<file path="config.mk">
export PLATFORM = sky130hd
export DESIGN_NAME = bcd_countdown_timer
export DESIGN_NICKNAME = d
export VERILOG_FILES = /design/src/rtl/timer_pkg.sv /design/src/rtl/tick_prescaler.sv /design/src/rtl/bcd_countdown_timer.sv
export SDC_FILE = /design/constraint.sdc
export NUM_CORES = 1
export LEC_CHECK = 0
export BUFFER_PORTS_ARGS = -buffer_cell sky130_fd_sc_hd__buf_2
export CAP_MARGIN = 20
export CORE_ASPECT_RATIO = 0.6
export CORE_MARGIN = 4
export CORE_UTILIZATION = 50
export CTS_BUF_LIST = sky130_fd_sc_hd__clkbuf_8
export CTS_CLUSTER_SIZE = 8
export DETAILED_ROUTE_END_ITERATION = 12
export PLACE_DENSITY = 0.69
export SETUP_SLACK_MARGIN = 0.4
export SLEW_MARGIN = 20
export SYNTH_ARGS = -nofsm -noshare
export SYNTH_HDL_FRONTEND = slang
export SYNTH_HIERARCHICAL = 1
export SYNTH_SLANG_ARGS = --single-unit
</file>
<file path="constraint.sdc">
create_clock -name clk -period 5 [get_ports clk]
set_clock_uncertainty 0.15 [all_clocks]
set_input_delay 0.75 -clock clk [delete_from_list [all_inputs] [get_ports clk]]
set_output_delay 0.75 -clock clk [all_outputs]
set_load 0.01 [all_outputs]
</file>
<file path="src/rtl/timer_pkg.sv">
// Shared types and constants for the two-digit BCD countdown timer.
// State HOLD is only reachable when TIMER_AUTORELOAD_EN is defined.
package timer_pkg;

  typedef enum logic [1:0] {
    IDLE = 2'd0,
    RUN  = 2'd1,
    HOLD = 2'd2
  } timer_state_e;

  typedef logic [3:0] bcd_digit_t;

  localparam bcd_digit_t BCD_MAX = 4'd9;

  // Out-of-range nibbles (A-F) saturate to 9 so the digits stay decodable.
  function automatic bcd_digit_t bcd_clamp(input logic [3:0] nib);
    return (nib > BCD_MAX) ? BCD_MAX : bcd_digit_t'(nib);
  endfunction

endpackage

</file>
<file path="src/rtl/tick_prescaler.sv">
// Divides clk down to a one-cycle tick every TICK_DIV enabled cycles.
// The count is frozen (not reset) while enable is low, so a pause stretches
// the current period by exactly the paused cycles. clear has priority and
// suppresses the tick of that cycle.
module tick_prescaler #(
  parameter int unsigned TICK_DIV = 50_000_000
) (
  input  logic clk,
  input  logic rst_n,
  input  logic enable,
  input  logic clear,
  output logic tick
);

  localparam int unsigned CNT_W = (TICK_DIV > 1) ? $clog2(TICK_DIV) : 1;
  localparam logic [CNT_W-1:0] CNT_LAST = CNT_W'(TICK_DIV - 1);

  logic [CNT_W-1:0] cnt_q;
  logic [CNT_W-1:0] cnt_d;

  // Terminal-count detect and next count value.
  always_comb begin
    tick  = enable && !clear && (cnt_q == CNT_LAST);
    cnt_d = cnt_q;
    if (clear) begin
      cnt_d = '0;
    end else if (tick) begin
      cnt_d = '0;
    end else if (enable) begin
      cnt_d = cnt_q + 1'b1;
    end
  end

  // Count register with synchronous active-low reset.
  always_ff @(posedge clk) begin
    if (!rst_n) begin
      cnt_q <= '0;
    end else begin
      cnt_q <= cnt_d;
    end
  end

endmodule

</file>
<file path="src/rtl/bcd_countdown_timer.sv">
// Two-digit BCD down-counter driving the tens/ones seven-segment decoders.
// Optional feature macro: TIMER_AUTORELOAD_EN
//   defined   : expiry parks in HOLD showing 00 for one tick period, then
//               reloads the last preset and keeps counting (running stays 1).
//   undefined : expiry returns to IDLE and waits for a new load.
//
// state | meaning
// IDLE  | not counting, digits hold, prescaler held at 0
// RUN   | counting down one step per prescaler tick
// HOLD  | showing 00 for one tick before auto-reload (macro builds only)
module bcd_countdown_timer
  import timer_pkg::*;
#(
  parameter int unsigned TICK_DIV = 50_000_000
) (
  input  logic       clk,
  input  logic       rst_n,
  input  logic       load,
  input  logic [7:0] load_val,
  input  logic       enable,
  output logic [3:0] tens,
  output logic [3:0] ones,
  output logic       running,
  output logic       expired
);

  timer_state_e state_q, state_d;
  bcd_digit_t   tens_q, tens_d;
  bcd_digit_t   ones_q, ones_d;
  bcd_digit_t   rld_tens_q, rld_tens_d;
  bcd_digit_t   rld_ones_q, rld_ones_d;
  logic         running_q, running_d;
  logic         expired_q, expired_d;

  bcd_digit_t   ld_tens, ld_ones;
  logic         ld_nonzero;
  logic         pre_en, pre_clr, tick;

  assign ld_tens    = bcd_clamp(load_val[7:4]);
  assign ld_ones    = bcd_clamp(load_val[3:0]);
  assign ld_nonzero = (ld_tens != '0) || (ld_ones != '0);

  // The prescaler only runs while counting; a load restarts the step period.
  assign pre_en  = enable && (state_q != IDLE);
  assign pre_clr = load || (state_q == IDLE);

  tick_prescaler #(
    .TICK_DIV (TICK_DIV)
  ) u_prescaler (
    .clk    (clk),
    .rst_n  (rst_n),
    .enable (pre_en),
    .clear  (pre_clr),
    .tick   (tick)
  );

  // Next-state, digit update and expiry decode; load overrides any tick.
  always_comb begin
    state_d    = state_q;
    tens_d     = tens_q;
    ones_d     = ones_q;
    rld_tens_d = rld_tens_q;
    rld_ones_d = rld_ones_q;
    expired_d  = 1'b0;

    if (load) begin
      tens_d     = ld_tens;
      ones_d     = ld_ones;
      rld_tens_d = ld_tens;
      rld_ones_d = ld_ones;
      state_d    = ld_nonzero ? RUN : IDLE;
    end else if (tick) begin
      case (state_q)
        RUN: begin
          if ((tens_q == '0) && (ones_q == '0)) begin
            // Never underflow; a stray 00 in RUN simply stops.
            state_d = IDLE;
          end else begin
            if (ones_q != '0) begin
              ones_d = ones_q - 4'd1;
            end else begin
              ones_d = BCD_MAX;
              tens_d = tens_q - 4'd1;
            end
            if ((tens_q == '0) && (ones_q == 4'd1)) begin
              expired_d = 1'b1;
`ifdef TIMER_AUTORELOAD_EN
              state_d   = HOLD;
`else
              state_d   = IDLE;
`endif
            end
          end
        end
        HOLD: begin
          tens_d = rld_tens_q;
          ones_d = rld_ones_q;
`ifdef TIMER_AUTORELOAD_EN
          state_d = RUN;
`else
          // HOLD is unreachable here; fall back to a parked preset.
          state_d = IDLE;
`endif
        end
        default: begin
          state_d = IDLE;
        end
      endcase
    end

    running_d = (state_d != IDLE);
  end

  // State, digit and output registers with synchronous active-low reset.
  always_ff @(posedge clk) begin
    if (!rst_n) begin
      state_q    <= IDLE;
      tens_q     <= '0;
      ones_q     <= '0;
      rld_tens_q <= '0;
      rld_ones_q <= '0;
      running_q  <= 1'b0;
      expired_q  <= 1'b0;
    end else begin
      state_q    <= state_d;
      tens_q     <= tens_d;
      ones_q     <= ones_d;
      rld_tens_q <= rld_tens_d;
      rld_ones_q <= rld_ones_d;
      running_q  <= running_d;
      expired_q  <= expired_d;
    end
  end

  assign tens    = tens_q;
  assign ones    = ones_q;
  assign running = running_q;
  assign expired = expired_q;

endmodule

</file>
After elaboration in Yosys (flattened, before gate mapping)
Index checks and enable logic that the tools add are counted.
- flip-flop bits (word level): 46
- input port bits: 12
- output and inout bits: 10
- word-level logic and storage cells: 63
- add/subtract/negate cells: 3
- $lt $le $gt $ge: 2
- equal/unequal tests: 6
- multiplexer cells: 19
- bitwise logic cells: 3
- reductions and logical operators: 22
- operators with widths (kind ; number):
    $mux W4 ; 10
    $add A26 B1 Y26 const B ; 1
    $eq A26 B26 Y1 const B ; 1
    $pmux W4 S2 ; 2
    $reduce_bool A4 Y1 ; 3
    $mux W2 ; 5
    $gt A4 B4 Y1 const B ; 2
    $logic_not A4 Y1 ; 2
    $sub A4 B1 Y4 const B ; 2
    $ne A3 B3 Y1 const B ; 2
    $reduce_bool A2 Y1 ; 3
    $logic_and A1 B1 Y1 ; 5
    $reduce_or A5 Y1 ; 1
    $eq A4 B1 Y1 const B ; 1
    $reduce_and A4 Y1 ; 1
    $not A1 Y1 ; 3
    $reduce_and A3 Y1 ; 1
    $reduce_bool A3 Y1 ; 1
    $reduce_or A3 Y1 ; 1
    $eq A2 B1 Y1 const B ; 1
    $eq A2 B2 Y1 const B ; 1
    $logic_not A2 Y1 ; 1
    $logic_or A1 B1 Y1 ; 2
    $mux W1 ; 2
    $logic_not A1 Y1 ; 1

Longest topological paths before layout
Gate-level depths: netlist of the first run.
- word-level depth: 8
- depth in mapped cells: 11
- depth with buffers taken out: 8

Cells and area by module
Netlist of the first run, hierarchy kept.
- by module, submodules not included (module ; instances ; cells each ; area each (um2) ; seq. area each (um2)):
    tick_prescaler ; 1 ; 163 ; 1368.8 ; 520.5
    bcd_countdown_timer ; 1 ; 131 ; 1123.6 ; 400.4

Worst setup path before layout of the first run
Ideal clock, no wire load.
- path type: input to register
- start point: input port load
- end point: register tens_q[0], in the netlist tens[0]
- library setup time: 0.067 ns
- arrival time: 3.103 ns
- required time: 4.783 ns
- setup slack: 1.680 ns
- stages: 11
- path buffers: 3
- path through: clkbuf_1 -> inv_1 -> clkbuf_1 -> o21ai_0 -> or4_1 -> nor4_1 -> and3b_1 -> buf_6 -> a311o_1 -> o311ai_0 -> a21oi_2
- longest elaborated chain between the ends: 6
- elaborated cells on any way between the ends: 10
- classes of those cells: eq/ne (2); mux (1); reduce/logical (7)
- RTL lines (item ; RTL line ; source):
    start, declared ; bcd_countdown_timer.sv:18 ; input logic load,
    $logic_or A1 B1 Y1 ; bcd_countdown_timer.sv:45 ; assign pre_clr = load || (state_q == IDLE);
    named net pre_clr ; bcd_countdown_timer.sv:37 ; logic pre_en, pre_clr, tick;
    $logic_not A1 Y1 ; tick_prescaler.sv:23 ; tick = enable && !clear && (cnt_q == CNT_LAST);
    $logic_and A1 B1 Y1 (2 in series) ; tick_prescaler.sv:23 ;
    named net tick ; bcd_countdown_timer.sv:37 ;
    $reduce_bool A2 Y1 (no line) ; n/a ;
    $reduce_and A4 Y1 (no line) ; n/a ;
    end signal, assigned ; bcd_countdown_timer.sv:126 ; tens_q <= tens_d;
    end, declared ; bcd_countdown_timer.sv:28 ; bcd_digit_t tens_q, tens_d;
The timed path passes the listed nets, and every way through them passes these cells.
A chain may end at the register's enable or synchronous reset.

Final worst setup path of the first run
Same ends and word-level chain as after synthesis.

==> results of run 1 <==
final cells by class:
class | count | area [sq um] | area share (%)
Clock buffer | 6 | 82.58 | 3.033
Multi-Input combinational cell | 218 | 1426 | 52.39
Tap cell | 63 | 78.83 | 2.895
Sequential cell | 46 | 920.9 | 33.82
Clock inverter | 2 | 60.06 | 2.206
Timing Repair Buffer | 22 | 112.6 | 4.136
Inverter | 11 | 41.29 | 1.517
final timing paths:
check,startpoint,end
max,load,tens[0]$_SDFFE_PN0P_
min,rld_tens_q[1]$_SDFFE_PN0P_,rld_tens_q[1]$_SDFFE_PN0P_
max reg2reg,state_q[1]$_SDFF_PN0_,tens[0]$_SDFFE_PN0P_
min reg2reg,rld_tens_q[1]$_SDFFE_PN0P_,rld_tens_q[1]$_SDFFE_PN0P_
power groups by stage:
stage | registers [W] | clock network (W) | logic, W
2_1_floorplan | 0.000393 | 0 | 0.0000483
3_3_place_gp | 0.000396 | 0 | 0.0000687
3_5_place_dp | 0.000396 | 0 | 0.0000677
4_1_cts | 0.000388 | 0.000349 | 0.0000685
5_1_grt | 0.000390 | 0.000363 | 0.0000770
6_report | 0.000388 | 0.000343 | 0.0000695
logic make-up (layout without fill, tap and decap cells):
kind of cell,after synthesis,in the layout,synth area share [%]
buf+inv,30,41,5.823
compound gates,68,68,18.17
xor+xnor,13,13,4.568
simple gates,131,131,31.78
fa+ha+maj,3,3,1.506
mux,3,3,1.205
flops,46,46,36.95
cell usage in the layout, fill, tap and decap left out, types with 2 or more instances in the layout:
cell type / count
dfxtp_1: 46
nand2_1: 22
a21oi_1: 22
nor2_1: 21
buf_2: 21
o21ai_0: 13
nand4_1: 12
inv_1: 11
or3_1: 11
nand3_1: 8
nor4_1: 7
xnor2_1: 7
nand3b_1: 6
nor3_1: 6
o41ai_1: 6
clkbuf_8: 6
xor2_1: 6
and4_1: 4
o211ai_1: 4
and3_1: 4
or4b_1: 4
or4_1: 4
a31oi_1: 3
mux2i_1: 3
ha_1: 3
o211a_1: 2
nor2b_1: 2
nor3b_1: 2
and3b_1: 2
nand2b_1: 2
a311oi_1: 2
a21oi_2: 2
o311ai_0: 2
and2_1: 2
bufinv_16: 2
nand3_2: 2
o31ai_1: 2
per-layer routing:
layer | track usage, % | share of wire [%]
met4 | 6.474 | 1.0
met3 | 5.909 | 8.3
met5 | 0 | 0
met2 | 25.17 | 36
met1 | 32.01 | 55
state kept, by name, indices dropped and copies added, names as in the netlist:
name / flops
expired: 1
u_prescaler/cnt_q: 26
tens: 4
rld_ones_q: 4
rld_tens_q: 4
running: 1
state_q: 2
ones: 4
critical path, stage by stage:
cell      delay [ns]
buf_2           0.21
inv_1           0.36
o21ai_0         0.26
or4_1           0.52
nor4_1          0.49
and3b_1         0.40
a311o_1         0.27
o311ai_0        0.21
a21oi_2         0.17
per-stage QoR:
step / area, sq um / utilization, % / std cells
6_report: 2723 / 58.14 / 368
5_1_grt: 2723 / 58.14 / 368
4_1_cts: 2723 / 58.14 / 368
3_5_place_dp: 2580 / 55.09 / 360
3_3_place_gp: 2580 / 55.09 / 360
2_1_floorplan: 2492 / - / 294
==> results.md, run 1 <==
* Crit Path Class: in2reg
* Post-synth cell types at 59
* EDFF count, synth at 0
* Share of layout cells above drive strength 1 at between 10% and 20%
* Top-area cell type share of the netlist area at between 30% and 40%
* Path depth of the worst reg2reg path at 8
* Final setup vio count at 0
* Final HPWL DP at around 4400 um
* Row Count at 19
* Max-slew headroom at 58.11%
* Commonest cells in the netlist: dfxtp_1, a21oi_1, nand2_1
* Vias per inst at approximately 6.2
* Syn avg cell area at around 8.5 sq um
* Least-Margin Pin Slew at 0.6226 ns
* Post-CTS Setup Bufs at 0
* Placer congestion estimate at ~0.91
* Combinational power share at approximately 8.7%
* Pwr Density at around 290 nW/um^2
* RSZ-0062 raised after global routing: false
* Outcome: finished clean
* Initial Util at a little over half
* Gr ovfl total at 0
* Final Cycle Share at between 70% and 80%
* Fmax at 281.5 MHz
* Die area at slightly above 6000 sq um
* Initial DRT Pass Iterations at 4
* Max-slew violation count at 0
* Ant diodes at 0
* H-tree level count at 2
* Leakage power at 0.9070 nW
* DRT iter0 DRCs at ~210
* WP data required at about 5 ns
* Sequential power share at just under 50%
* Final min period at approximately 3.6 ns
* I/O pin count at 22
* DRC viols at 0
* Largest net degree at the start of global routing at 24
* Clock Sinks at 46
* Top FF cell, synth: dfxtp_1
* Post-synth net total at about 300
* Hold WC Path Type: reg2reg
* Pre-CTS WS at 1.261 ns
* Die Y at 62.69 um
* Gr usage total at between 20 and 25%
* Clock Path Buffers at 2
* P_int at 0.0006179 W
* Synth area leader: dfxtp_1
* Hold depth at 2
* Routed vias at around 2.3k
* Worst-skew pair later-pin latency at 0.31 ns
* Setup TNS at 0 ns
* Die X at ~99 um
* Root Driver: clkbuf_8
* Sequential area share after synthesis at 36.95%
* Synth top area cells: dfxtp_1, a21oi_1, nand2_1
* Net Switching at about 0.00018 W
* Max cap viols at 0
* Reg2reg setup slack at around 1.7 ns
* Post-synthesis cell count at a little under 300
* Clock Power Share at between 40% and 50%
* Detailed Route WL at approximately 6000 um
* Number of global-route vias before repair at ~2.1k
* Core area at approximately 4700 sq um
* Final Total Pwr at about 0.0008 W
* Fin worst setup slack at 1.448 ns
* Net Sw Frac at 22.82%
* Ys async rst share at 0%
* Antenna violations before repair at 0
* Post-route ant nets at 0
* Crit-path max FO at 20
* CTS buffer count at 5
* VDD IR-drop max at about 160 uV
* Critical path capture point type: register
* Final Hold Viols at 0
* Clock-pin slew on the worst setup and hold paths at approximately 0.090 ns
* Hold_ws at around 0.33 ns
* CTS tree: built
* Cts repair resizes at 0
* CP arrival at roughly 3.7 ns
* Port Buffer Count at 21
* Cell with the most instances after synthesis: dfxtp_1
* CP startpoint kind: primary input
* NumNets Final at about 320
* Mapped Area at between 2000 and 2500 sq um
* Hold-fix buffers at CTS at 0
* Layout fillers at a little over 400
* Ys Warns at 6
* First-pass GRT wire length at between 10000 and 15000 um
* Wire length per cell at between 15 and 20 um
* Total of flip-flops plus latches after synthesis at between 40 and 50
* Syn-to-layout area delta at 9.237%
Note: power is estimated with default switching activity, not from simulation.
==> inputs of run 2 (changes only) <==
==> constraint.sdc (replaced) <==
create_clock -name clk -period 3.5 [get_ports clk]
set_clock_uncertainty 0.15 [all_clocks]
set_input_delay 0.525 -clock clk [delete_from_list [all_inputs] [get_ports clk]]
set_output_delay 0.525 -clock clk [all_outputs]
set_load 0.01 [all_outputs]
==> results.md, run 2 (same netlist as run 1, synthesis figures left out) <==
* Outcome: finished clean
* Slowest stage delay, CP at 0.38 ns (-0.14 ns)
* Gr usage total at 20.29% (+0.047 points)
* Fmax at roughly 370 MHz
* Clock Sinks at 46 (unchanged)
* Net Switching at 0.0002494 W (+37%)
* P_int at 0.0007808 W (+26%)
* Pwr Density at 375.5 nW/um^2 (+28%)
* Cell Chain, Critical Path: o21a_1, and4_2, nand3_2, nor4_4, and3b_2, a311o_1, o311ai_0, a21oi_2
* Final HPWL DP at 4581 um (+3.1%)
* Initial DRT Pass Iterations at 5 (+1)
* Net Sw Frac at 24.21% (+1.4 points)
* WP data required at 3.58 ns (-1.52 ns)
* Max-slew violation count at 0 (unchanged)
* Cts repair resizes at 0 (unchanged)
* Worst-skew pair later-pin latency at 0.30 ns (about the same)
* Root Driver: clkbuf_8
* Crit Path Class: reg2reg
* Row Count at 19 (unchanged)
* Largest net degree at the start of global routing at 20 (-17%)
* Wire length per cell at 16.45 um (-0.69%)
* CTS buffer count at 5 (unchanged)
* Combinational power share at 10.0% (+1.3 points)
* Post-route ant nets at 0 (unchanged)
* Port Buffer Count at 21 (unchanged)
* Hold WC Path Type: reg2reg
* CP bufs+invs at 0 (-2)
* Die X at 99.15 um (unchanged)
* VDD IR-drop max at 255.4 uV (+62%)
* First-pass GRT wire length at 10410 um (+1.6%)
* Hold-fix buffers at CTS at 0 (unchanged)
* Layout fillers at 431 (+3.9%)
* Initial Util at 53.22% (unchanged)
* DRT iter0 DRCs at 263 (+27%)
* Sequential power share at 53.6% (+5.1 points)
* CP arrival at 2.81 ns (-0.84 ns)
* H-tree level count at 2 (unchanged)
* Clock-pin slew on the worst setup and hold paths at 0.08 ns (about the same)
* Detailed Route WL at 6134 um (+0.66%)
* Commonest non-fill, non-tap cell in the layout: dfxtp_1
* Clock Path Buffers at 2 (unchanged)
* Final Hold Viols at 0 (unchanged)
* Critical path capture point type: register
* DP Cell Count at 365 (+1.4%)
* Number of global-route vias before repair at 2059 (-0.049%)
* Syn-to-layout area delta at 10.09%
* Routed vias at 2303 (+1.1%)
* Clock Power Share at 36.3% (-6.5 points)
* CTS tree: built
* Crit-path max FO at 8 (-60%)
* RSZ-0062 raised after global routing: false
* Die Y at 62.69 um (unchanged)
* Final setup vio count at 0 (unchanged)
* Max cap viols at 0 (unchanged)
* Max-slew headroom at 68.86% (+11 points)
* Antenna violations before repair at 0 (unchanged)
* Ant diodes at 0 (unchanged)
* Util after Layout at 58.59% (+0.45 points)
* I/O pin count at 22 (unchanged)
* Final non-filler cell total at 373 (+1.4%)
* CP delay by family, top: simple AND/OR/NAND/NOR gates
* Least-Margin Pin Slew at 0.4623 ns (-0.1603 ns)
* Final Total Pwr at 0.001030 W (+29%)
* Placed Area at 2618 sq um (+1.5%)
* Setup TNS at 0 ns (unchanged)
* Final Cycle Share at 77.98%
* Gr ovfl total at 0 (unchanged)
* NumNets Final at 324 (+1.6%)
* Vias per inst at 6.174 (-0.30%)
* Commonest cells after routing, fill and taps aside: dfxtp_1, nand2_1, a21oi_1
* Post-route design area at 2744 sq um (+0.78%)
* Share of layout cells above drive strength 1 at 15.48% (+2.0 points)
* Die area at 6216 sq um (unchanged)
* Leakage power at 0.9338 nW (+3.0%)
* Slowest CP cell: nor4_4
* Final min period at between 2 and 3 ns
* Core area at 4683 sq um (unchanged)
* Placer congestion estimate at 0.9218 (+1.8%)
* Largest register FFs at 26 (unchanged)
* DRC viols at 0 (unchanged)
* CP startpoint kind: register
* Post-CTS Setup Bufs at 0 (unchanged)
* Most flops, register: u_prescaler/cnt_q
==> run 2: cell count changes in the layout (fill, tap and decap cells not counted), sizes merged <==
cell    delta
clkbuf     +2
bufinv     -2
buf        +5
==> run 2: final timing paths <==
kind	slack, ns	end	depth (start not counted)	startpoint
setup / recovery	0.77	tens[0]$_SDFFE_PN0P_	8	state_q[0]$_SDFF_PN0_
hold / removal	0.32	rld_ones_q[2]$_SDFFE_PN0P_	2	rld_ones_q[2]$_SDFFE_PN0P_
setup reg to reg	0.77	tens[0]$_SDFFE_PN0P_	8	state_q[0]$_SDFF_PN0_
hold reg to reg	0.32	rld_ones_q[2]$_SDFFE_PN0P_	2	rld_ones_q[2]$_SDFFE_PN0P_
==> run 2: power groups by stage <==
stage	clock network [W]	registers (W)	logic, W
global placement	0	0.000564	0.000102
finish	0.000374	0.000553	0.000103
detailed placement	0	0.000564	0.000101
global route	0.000398	0.000555	0.000116
floorplan	0	0.000562	0.0000690
CTS	0.000376	0.000552	0.000102
==> run 2: area by class of cell <==
cell class                 instances  area (sq um)  share of cell area [%]
tap                               63         78.83                   2.873
timing repair buffer              27         150.1                   5.472
clock buffer                       8         110.1                   4.013
sequential                        46         920.9                   33.56
multi-input combinational        218          1443                   52.58
inverter                          11         41.29                   1.505
==> run 2: worst register-to-register path: cells and delay by family, from the launching register on <==
kind / cells / cell delay [ns]
simple gates: 4 / 1.28
compound gates: 4 / 0.91
flops: 1 / 0.34
==> run 2: routing by layer <==
layer / up-vias / track usage [%] / share of wire (%)
met5: - / 0 / 0
met4: 0 / 3.237 / 0.47
met3: 4 / 5.909 / 11
met2: 89 / 26.34 / 37
met1: 1079 / 32.48 / 52
li1: 1131 / - / -
==> run 2: through the flow <==
| stage | setup slack (ns) | hold slack (ns) |
|---|---|---|
| floorplan | 0.4050 | 0.2865 |
| global placement | 0.4576 | 0.3020 |
| detailed placement | 0.2934 | 0.3056 |
| CTS | 0.5551 | 0.3175 |
| global route | 0.4650 | 0.3521 |
| finish | 0.7707 | 0.3179 |
==> inputs of run 3 (changes only) <==
--- a/config.mk
+++ b/config.mk
@@ -13,7 +13,7 @@
 export CTS_BUF_LIST = sky130_fd_sc_hd__clkbuf_8
 export CTS_CLUSTER_SIZE = 8
 export DETAILED_ROUTE_END_ITERATION = 12
-export PLACE_DENSITY = 0.69
+export PLACE_DENSITY = 0.71
 export SETUP_SLACK_MARGIN = 0.4
 export SLEW_MARGIN = 20
 export SYNTH_ARGS = -nofsm -noshare
==> constraint.sdc (replaced) <==
create_clock -name clk -period 2.45 [get_ports clk]
set_clock_uncertainty 0.15 [all_clocks]
set_input_delay 0.3675 -clock clk [delete_from_list [all_inputs] [get_ports clk]]
set_output_delay 0.3675 -clock clk [all_outputs]
set_load 0.01 [all_outputs]
==> results.md, run 3 (same netlist as run 1, synthesis figures left out) <==
* Layout fillers at 353 (-18%)
* VDD IR-drop max at 271.3 uV (+6.2%)
* Most flops, register: u_prescaler/cnt_q
* Worst-skew pair later-pin latency at 0.31 ns (about the same)
* Gr ovfl total at 0 (unchanged)
* Initial Util at 53.22% (unchanged)
* I/O pin count at 22 (unchanged)
* Placer congestion estimate at 0.8492 (-7.9%)
* Hold-fix buffers at CTS at 0 (unchanged)
* Wire length per cell at 17.19 um (+4.5%)
* DP Cell Count at 374 (+2.5%)
* Hold_ws at 0.2003 ns (-0.1176 ns)
* Final Cycle Share at 98.40% (+20 points)
* Detailed Route WL at 6910 um (+13%)
* Placed Area at 2739 sq um (+4.6%)
* Ant diodes at 0 (unchanged)
* WP data required at 2.55 ns (-1.03 ns)
* Pwr Density at 479.3 nW/um^2 (+28%)
* Crit-path max FO at 5 (-3)
* NumNets Final at 353 (+9.0%)
* CP bufs+invs at 1 (+1)
* CTS tree: built
* DRC viols at 0 (unchanged)
* Leakage power at 1.107 nW (+19%)
* Slowest stage delay, CP at 0.52 ns (+0.14 ns)
* Row Count at 19 (unchanged)
* Post-route design area at 3154 sq um (+15%)
* Largest register FFs at 26 (unchanged)
* Gr usage total at 21.25% (+0.96 points)
* Fin worst setup slack at 0.03932 ns (-0.7314 ns)
* Root Driver: clkbuf_8
* Port Buffer Count at 21 (unchanged)
* Fmax at 414.8 MHz (+13%)
* Share of layout cells above drive strength 1 at 32.45% (+17 points)
* Commonest cells after routing, fill and taps aside: dfxtp_1, buf_4, nand2_1, buf_2, nor2_1
* Die X at 99.15 um (unchanged)
* Hold WC Path Type: in2reg
* Commonest non-fill, non-tap cell in the layout: dfxtp_1
* Routed vias at 2476 (+7.5%)
* Syn-to-layout area delta at 26.56%
* Critical path capture point type: register
* Final min period at 2.411 ns (-0.3186 ns)
* Clock-pin slew on the worst setup and hold paths at 0.09 ns (about the same)
* Max-slew violation count at 0 (unchanged)
* Final non-filler cell total at 402 (+7.8%)
* Number of global-route vias before repair at 2181 (+5.9%)
* Post-route ant nets at 0 (unchanged)
* Final Hold Viols at 0 (unchanged)
* H-tree level count at 2 (unchanged)
* Max cap viols at 0 (unchanged)
* Final setup vio count at 0 (unchanged)
* RSZ-0062 raised after global routing: true
* Clock Path Buffers at 2 (unchanged)
* Core area at 4683 sq um (unchanged)
* DRT iter0 DRCs at 199 (-24%)
* Die Y at 62.69 um (unchanged)
* Clock Sinks at 46 (unchanged)
* Crit Path Class: reg2reg
* CP delay by family, top: simple AND/OR/NAND/NOR gates
* Slowest CP cell: or4_4
* Die area at 6216 sq um (unchanged)
* Cell Chain, Critical Path: nand4_1, or4_4, nor4_4, buf_4, nand3b_1, a21oi_4, or3_4, mux2i_1
* Antenna violations before repair at 0 (unchanged)
* Max-slew headroom at 54.91% (-14 points)
* Initial DRT Pass Iterations at 5 (unchanged)
* First-pass GRT wire length at 10770 um (+3.4%)
* CTS buffer count at 5 (unchanged)
* Vias per inst at 6.159 (-0.24%)
* Largest net degree at the start of global routing at 24 (+20%)
* CP startpoint kind: register
* Least-Margin Pin Slew at 0.6749 ns (+0.2126 ns)
* Final HPWL DP at 4526 um (-1.2%)
* CP arrival at 2.51 ns (-0.30 ns)
* Outcome: finished clean
* Pre-CTS WS at -0.01158 ns (-0.3050 ns)
==> run 3: final cells by class <==
class                   count  area [sq um]  area share, %
clock buffers               8         110.1          3.491
inverters                  11         48.80          1.547
multi-input cells         219          1603          50.81
flip-flops and latches     46         934.6          29.63
well taps                  63         78.83          2.499
repair buffers             55         379.1          12.02
==> run 3: through the flow <==
step	TNS [ns]	power [W]	util, %
3_3_place_gp	0	0.0009518	58.48
2_1_floorplan	0	0.0009122	-
5_1_grt	-0.5877	0.001564	67.35
4_1_cts	0	0.001494	62.49
6_report	0	0.001512	67.35
3_5_place_dp	-0.01158	0.0009523	58.48
==> run 3: path summary, 6_finish.rpt <==
| path | start | endpoint | slack, ns | depth (start not counted) |
|---|---|---|---|---|
| max | u_prescaler/cnt_q[22]$_SDFFE_PP0P_ | ones[0]$_SDFFE_PN0P_ | 0.04 | 8 |
| min | load_val[1] | rld_ones_q[1]$_SDFFE_PN0P_ | 0.20 | 3 |
| max reg2reg | u_prescaler/cnt_q[22]$_SDFFE_PP0P_ | ones[0]$_SDFFE_PN0P_ | 0.04 | 8 |
| min reg2reg | rld_tens_q[1]$_SDFFE_PN0P_ | rld_tens_q[1]$_SDFFE_PN0P_ | 0.31 | 2 |
==> run 3: worst reg2reg max path: stages (launching register included) <==
cell	delay [ns]
dfxtp_2	0.36
nand4_1	0.15
or4_4	0.53
nor4_4	0.34
buf_4	0.17
nand3b_1	0.13
a21oi_4	0.20
or3_4	0.17
mux2i_1	0.16
==> run 3: timing repair <==
item / CTS / global route
pin swaps: 6 / 16
setup endpoints to repair: 17 / 36
cloned: 0 / 1
setup buffers: 7 / 12
resized for setup: 12 / 34
hold endpoints to repair: 0 / 0
==> run 3: metal layers <==
| layer | GRT usage [%] | vias up | wire length (um) |
|---|---|---|---|
| met1 | 32.83 | 1184 | 3472 |
| met3 | 6.132 | 7 | 522 |
| li1 | - | 1197 | - |
| met5 | 0 | - | 0 |
| met2 | 27.84 | 88 | 2837 |
| met4 | 6.133 | 0 | 77 |
==> run 3: report_power, final <==
group | total, W | leakage [nW] | internal (W) | switching [W]
clock | 0.000557 | 0.0575 | 0.000285 | 0.000272
sequential | 0.000789 | 0.378 | 0.000764 | 0.0000244
combinational | 0.000166 | 0.672 | 0.0000729 | 0.0000930
